`src/rtl/gfx_cmd_dma.sv`:
```
// Command-list DMA: fetches COUNT words from shared RAM starting at ADDR and
// streams them out on an AXI-stream master, with CPU-programmable registers.
module gfx_cmd_dma #(
  parameter int unsigned FIFO_DEPTH = 4,
  parameter int unsigned COUNT_W    = 16
) (
  input  logic        clk,
  input  logic        reset_i,
  input  logic        reg_sel_i,
  input  logic        reg_we_i,
  input  logic [1:0]  reg_addr_i,
  input  logic [31:0] reg_data_i,
  output logic [31:0] reg_data_o,
  output logic        mem_req_o,
  output logic [31:0] mem_addr_o,
  input  logic        mem_gnt_i,
  input  logic [31:0] mem_data_i,
  output logic        m_axis_tvalid_o,
  input  logic        m_axis_tready_i,
  output logic [31:0] m_axis_tdata_o,
  output logic        done_o
);

  localparam int unsigned PTR_W = $clog2(FIFO_DEPTH);
  localparam int unsigned CNT_W = PTR_W + 1;
  localparam int unsigned OCC_W = CNT_W + 1;

  typedef enum logic [1:0] {IDLE, FETCH, DRAIN, ABORT} state_t;

  state_t               state;
  logic [31:0]          addr_reg;
  logic [31:0]          ptr;
  logic [COUNT_W-1:0]   count_reg;
  logic [COUNT_W-1:0]   fetch_left;
  logic [COUNT_W-1:0]   remaining;
  logic                 done;
  logic                 overrun;
  logic                 inflight;
  logic [31:0]          fifo_mem [FIFO_DEPTH];
  logic [PTR_W-1:0]     rd_ptr;
  logic [PTR_W-1:0]     wr_ptr;
  logic [CNT_W-1:0]     fifo_count;

  logic busy, wr_addr, wr_count, wr_ctrl, start_req, abort_req, clr_req;
  logic tvalid, beat, accept, push, abort_go, last_beat;
  logic [OCC_W-1:0] occupancy;

  assign busy      = (state != IDLE);
  assign wr_addr   = reg_sel_i && reg_we_i && (reg_addr_i == 2'd0);
  assign wr_count  = reg_sel_i && reg_we_i && (reg_addr_i == 2'd1);
  assign wr_ctrl   = reg_sel_i && reg_we_i && (reg_addr_i == 2'd2);
  assign start_req = wr_ctrl && reg_data_i[0];
  assign abort_req = wr_ctrl && reg_data_i[1];
  assign clr_req   = wr_ctrl && reg_data_i[2];

  assign tvalid    = (fifo_count != '0);
  assign beat      = tvalid && m_axis_tready_i;
  assign occupancy = OCC_W'(fifo_count) + OCC_W'(inflight);
  assign mem_req_o = (state == FETCH) && (fetch_left != '0) &&
                     (occupancy < OCC_W'(FIFO_DEPTH));
  assign accept    = mem_req_o && mem_gnt_i;
  // Read data returning after an abort is dropped rather than buffered.
  assign push      = inflight && (state != ABORT);
  assign abort_go  = abort_req && (state == FETCH || state == DRAIN);
  // The final beat can complete while still in FETCH, so completion is keyed
  // off REMAINING rather than waiting to reach DRAIN first.
  assign last_beat = beat && (remaining == COUNT_W'(1)) &&
                     (state == FETCH || state == DRAIN);

  assign mem_addr_o      = ptr;
  assign m_axis_tvalid_o = tvalid;
  assign m_axis_tdata_o  = fifo_mem[rd_ptr];
  assign done_o          = done;

  always_comb begin
    reg_data_o = '0;
    unique case (reg_addr_i)
      2'd0: reg_data_o = addr_reg;
      2'd1: reg_data_o = 32'(count_reg);
      2'd2: reg_data_o = {29'd0, overrun, done, busy};
      2'd3: reg_data_o = 32'(remaining);
    endcase
  end

  always_ff @(posedge clk) begin
    if (reset_i) begin
      state      <= IDLE;
      addr_reg   <= '0;
      count_reg  <= '0;
      ptr        <= '0;
      fetch_left <= '0;
      remaining  <= '0;
      done       <= 1'b0;
      overrun    <= 1'b0;
      inflight   <= 1'b0;
      rd_ptr     <= '0;
      wr_ptr     <= '0;
      fifo_count <= '0;
      fifo_mem   <= '{default: '0};
    end else begin
      if (wr_addr && !busy)  addr_reg  <= {reg_data_i[31:2], 2'b00};
      if (wr_count && !busy) count_reg <= reg_data_i[COUNT_W-1:0];
      if (clr_req) begin
        done    <= 1'b0;
        overrun <= 1'b0;
      end
      if (start_req && !abort_req && busy) overrun <= 1'b1;

      inflight <= accept;
      if (accept) begin
        ptr        <= ptr + 32'd4;
        fetch_left <= fetch_left - COUNT_W'(1);
      end

      if (push) begin
        fifo_mem[wr_ptr] <= mem_data_i;
        wr_ptr           <= wr_ptr + PTR_W'(1);
      end
      if (beat) begin
        rd_ptr    <= rd_ptr + PTR_W'(1);
        remaining <= remaining - COUNT_W'(1);
      end
      if (push && !beat)      fifo_count <= fifo_count + CNT_W'(1);
      else if (!push && beat) fifo_count <= fifo_count - CNT_W'(1);

      unique case (state)
        IDLE: begin
          if (start_req && !abort_req) begin
            done       <= 1'b0;
            ptr        <= addr_reg;
            fetch_left <= count_reg;
            remaining  <= count_reg;
            if (count_reg == '0) done  <= 1'b1;
            else                 state <= FETCH;
          end
        end
        FETCH, DRAIN: begin
          if (abort_go) begin
            state <= ABORT;
            // Flush everything except a head beat already on the bus.
            if (tvalid && !beat) begin
              fifo_count <= CNT_W'(1);
              wr_ptr     <= rd_ptr + PTR_W'(1);
            end else begin
              fifo_count <= '0;
              wr_ptr     <= beat ? rd_ptr + PTR_W'(1) : rd_ptr;
            end
          end else if (last_beat) begin
            state <= IDLE;
            done  <= 1'b1;
          end else if (state == FETCH && fetch_left == '0 && !inflight) begin
            state <= DRAIN;
          end
        end
        ABORT: begin
          if (!inflight && !tvalid) begin
            state     <= IDLE;
            remaining <= '0;
          end
        end
      endcase
    end
  end

  assert property (@(posedge clk) disable iff (reset_i)
    !(push && !beat && fifo_count == CNT_W'(FIFO_DEPTH)));

endmodule

```
`config.mk`:
```
export PLATFORM = sky130hd
export DESIGN_NAME = gfx_cmd_dma
export DESIGN_NICKNAME = d
export VERILOG_FILES = /design/src/rtl/gfx_cmd_dma.sv
export SDC_FILE = /design/constraint.sdc
export NUM_CORES = 1
export LEC_CHECK = 0
export BUFFER_PORTS_ARGS = -buffer_cell sky130_fd_sc_hd__buf_2
export CAP_MARGIN = 20
export CORE_MARGIN = 2
export CORE_UTILIZATION = 57
export DETAILED_ROUTE_END_ITERATION = 10
export GPL_TIMING_DRIVEN = 1
export PLACE_DENSITY = 0.89
export SLEW_MARGIN = 10
export SYNTH_ARGS = -nofsm -noshare
export SYNTH_HDL_FRONTEND = slang
export SYNTH_SLANG_ARGS = --single-unit
```
`constraint.sdc`:
```
create_clock -name clk -period 2.3 [get_ports clk]
set_input_delay 0.46 -clock clk [delete_from_list [all_inputs] [get_ports clk]]
set_output_delay 0.46 -clock clk [all_outputs]
set_load 0.01 [all_outputs]
```
==> flow_summary.yaml <==
setup_path:
  reg2reg_depth: 9
  path_max_fanout: 7
  r2r_setup_slack_ns: 0.12
  arrival_ns: 1.85
  critPathTopFamily: "multiplexers"
  critPathLaunchType: "flip-flop"
  reg2reg_to: "mem_addr_o[12]"
  r2r-start: "fetch_left[1]"
  cp-end-kind: "output port"
  critical_path_required_ns: 1.84
  worstPathCellList: "clkbuf_16 > mux4_2 > buf_6"
  path_buf_inv: 2
  slowest_stage: "mux4_2"
  path_class: "flip-flop to output port"
  slowest_delay_ns: 0.56
logic_synthesis:
  yosysWarnings: 0
  synth_xor_area_share_pct: 3.08
  yosys-top-cells-area: "dfxtp_1, nand2_1, a21oi_1, mux4_2, nor2_1"
  synthAdderAreaFrac_pct: 1.67
  syn-cell-area_sq_um: 11700
  synthMuxAreaShare_pct: 9.37
  ys_types: 67
  synth_seq_cells: 248
  synth-main-ff-cell: "dfxtp_1"
  synth_compound_area_share_pct: 14.6
  synthCells: 1401
  synth_edf_count: 0
  syn_area_per_cell_sq_um: 8.32
  yosys.area_share.simple_pct: 24.5
  synth-async-reset-ratio_pct: 0
  yosysSeqAreaShare_pct: 42.6
  synth_top_area_share_pct: 42.6
  synth_top_family_by_area: "simple AND/OR/NAND/NOR gates"
  yosysTopAreaCell: "dfxtp_1"
detailed_routing:
  finalWirelength_microns: 35200
  drt_first_pass_iters: 6
  via_per_inst: 6.16
  ant_nets: 0
  drc: 0
  wire_per_inst_microns: 19.1
  via_count: 11360
  dr.first_iter.drc_count: 1310
clock_network:
  cts_buffers: 26
  clkTransAtPathRegs_ns: 0.07
  clk_path_buf_depth: 3
  cts_sinks: 248
  cts_tree: "yes"
  cts-root-buf: "clkbuf_16"
  worstSkewPairLatency_ns: 0.53
  holdBufCountCts: 0
  htreeDepth: 1
floorplan:
  io_pins: 171
  start_util_pct: 57.8
  fp.dieW_microns: 147
  dieArea_sq_um: 21600
  die_y_microns: 147
  fp-row-count: 52
  core_area_sq_um: 20200
sta:
  post-route-period-util_pct: 101
  fmax_mhz: 432
  rsz0062_at_grt: "yes"
  finalHoldViolCount: 0
  slew_headroom_pct: 66.3
  tightestPinTransition_ns: 0.505
  worst_slack_ns: -0.0137
  fin_setup_tns_ns: -0.0488
  maxSlewViolCount: 0
  post-route-min-period_ns: 2.31
  setup_viol: 5
  clock_skew_ns: 0.0205
  hold_ws_ns: 0.170
global_route:
  antenna_found_initial: 0
  grt_max_degree: 87
  grt_pass1_vias: 10852
  grtUsageTotal_pct: 30.0
  grt_overflow: 0
  grt_pass1_wl_microns: 53600
layout:
  largest_register_ffs: 128
  fillers: 1465
  drive_gt1_share_pct: 22.5
  final_nets: 1640
  syn_to_final_growth_pct: 20.7
pwr:
  power_density_nw_per_um2: 816
  ir_drop_mv: 0.596
  power.leakage_nw: 5.28
  total_power_w: 0.0115
min_path:
  hold_depth: 3
  whs_endpoint: "addr_reg[25]"
  min_from: "reg_data_i[25]"
  worst_hold_path_type: "input pin to flip-flop"
placed_design:
  finalWeightedCongestion: 0.948
  port_buffers: 168
  dp_hpwl_microns: 21600
run_status:
  status: "complete, but fails checks"
  violations: "negative setup slack"
flow_run:
  drv_cap: 0
per-layer routing:
metal  vias up  track usage (%)  share of wire, %
met4         0             10.7               3.5
li1       5184                -                 -
met2       658             50.9                49
met3       115             4.97               8.9
met1      5403             38.9                39
met5         -                0                 0
cells in the mapped netlist, types with 3 or more instances:
cell / n
buf_2: 12
mux2i_1: 18
o21ai_0: 28
nor3_1: 14
nor3b_1: 7
mux4_2: 33
and3_1: 7
nand3b_1: 3
buf_1: 6
a22oi_1: 8
clkbuf_1: 83
inv_1: 16
nand4_1: 17
mux2_2: 15
nor3_2: 3
nor4b_1: 4
or3_1: 14
a22o_1: 13
nor2_1: 97
and2_1: 25
xor2_1: 6
o31ai_1: 8
buf_4: 3
nand2b_1: 9
ha_1: 14
or4_1: 7
dfxtp_1: 248
xnor2_1: 35
nor4_1: 13
a21oi_1: 163
nand3_1: 23
a211oi_1: 22
nand2_1: 358
or3_2: 3
and4_1: 4
a311oi_1: 22
per-stage QoR:
step                      instance area (sq um)  setup WS, ns  std cells  utilization [%]
after floorplan                           11700         0.140       1402                -
after global placement                    12900         0.164       1789             64.0
after detailed placement                  12900         0.123       1789             64.0
after CTS                                 13900       -0.0215       1836             68.9
after global routing                      14100       -0.0420       1842             69.7
final                                     14100       -0.0137       1843             69.7
cells in the final DEF, fill, tap and decap left out, types with 12 or more instances in the layout:
master / synthesis / routed
nand2_1: 358 / 358
dfxtp_1: 248 / 246
a21oi_1: 163 / 163
buf_2: 12 / 154
nor2_1: 97 / 97
buf_4: 3 / 53
xnor2_1: 35 / 35
mux4_2: 33 / 33
clkbuf_16: 0 / 29
o21ai_0: 28 / 28
and2_1: 25 / 24
nand3_1: 23 / 23
a211oi_1: 22 / 22
a311oi_1: 22 / 20
mux2i_1: 18 / 18
nand4_1: 17 / 17
inv_1: 16 / 16
mux2_2: 15 / 15
buf_6: 1 / 15
a22o_1: 13 / 13
or3_1: 14 / 13
nor3_1: 14 / 13
ha_1: 14 / 12
worst max path at each step:
stage	from	to	slack (ns)	cells after the start
floorplan	reg_addr_i[1]	reg_data_o[10]	0.14	4
global placement	reg_addr_i[0]	fetch_left[7]	0.16	6
detailed placement	state[1]	done_o	0.12	7
CTS	rd_ptr[0]	m_axis_tdata_o[24]	-0.02	3
global route	rd_ptr[0]	m_axis_tdata_o[4]	-0.04	3
finish	rd_ptr[0]	m_axis_tdata_o[4]	-0.01	3
kinds of logic (layout without fill, tap and decap cells):
logic type               count (synthesis)  after routing
XOR/XNOR                                41             41
AO/OA/AOI/OAI                          282            282
flip-flops                             248            248
buffers and inverters                  121            291
AND/OR/NAND/NOR                        626            626
adder cells (fa/ha/maj)                 16             16
multiplexers                            66             66
other                                    1              3
cell type report:
cell class	count	area (sq um)	area share [%]
Timing Repair Buffer	229	1490	10.6
Clock inverter	10	154	1.09
Multi-Input combinational cell	1033	6290	44.7
Inverter	16	60.1	0.427
Antenna cell	1	2.50	0.0178
Sequential cell	248	4970	35.3
Clock buffer	36	769	5.47
Tap cell	270	338	2.40
worst reg2reg max path: cells and delay by family, from the launching register on:
| kind | cells | cell delay (ns) |
|---|---|---|
| compound gates | 1 | 0.24 |
| xor+xnor | 1 | 0.12 |
| fa+ha+maj | 1 | 0.18 |
| buf+inv | 3 | 0.39 |
| flops | 1 | 0.36 |
| simple gates | 3 | 0.81 |
where the power goes:
group / internal (W) / switching [W] / total [W]
clock: 0.00277 / 0.00173 / 0.00450
combinational: 0.00105 / 0.00119 / 0.00224
sequential: 0.00448 / 0.000255 / 0.00474
timing repair:
action	in CTS	in global routing
resized for setup	11	17
endpoints found under the setup margin	14	35
cloned	0	2
pin swaps	1	4
setup buffers	1	4
No activity file was read; power rests on OpenSTA's default activity.
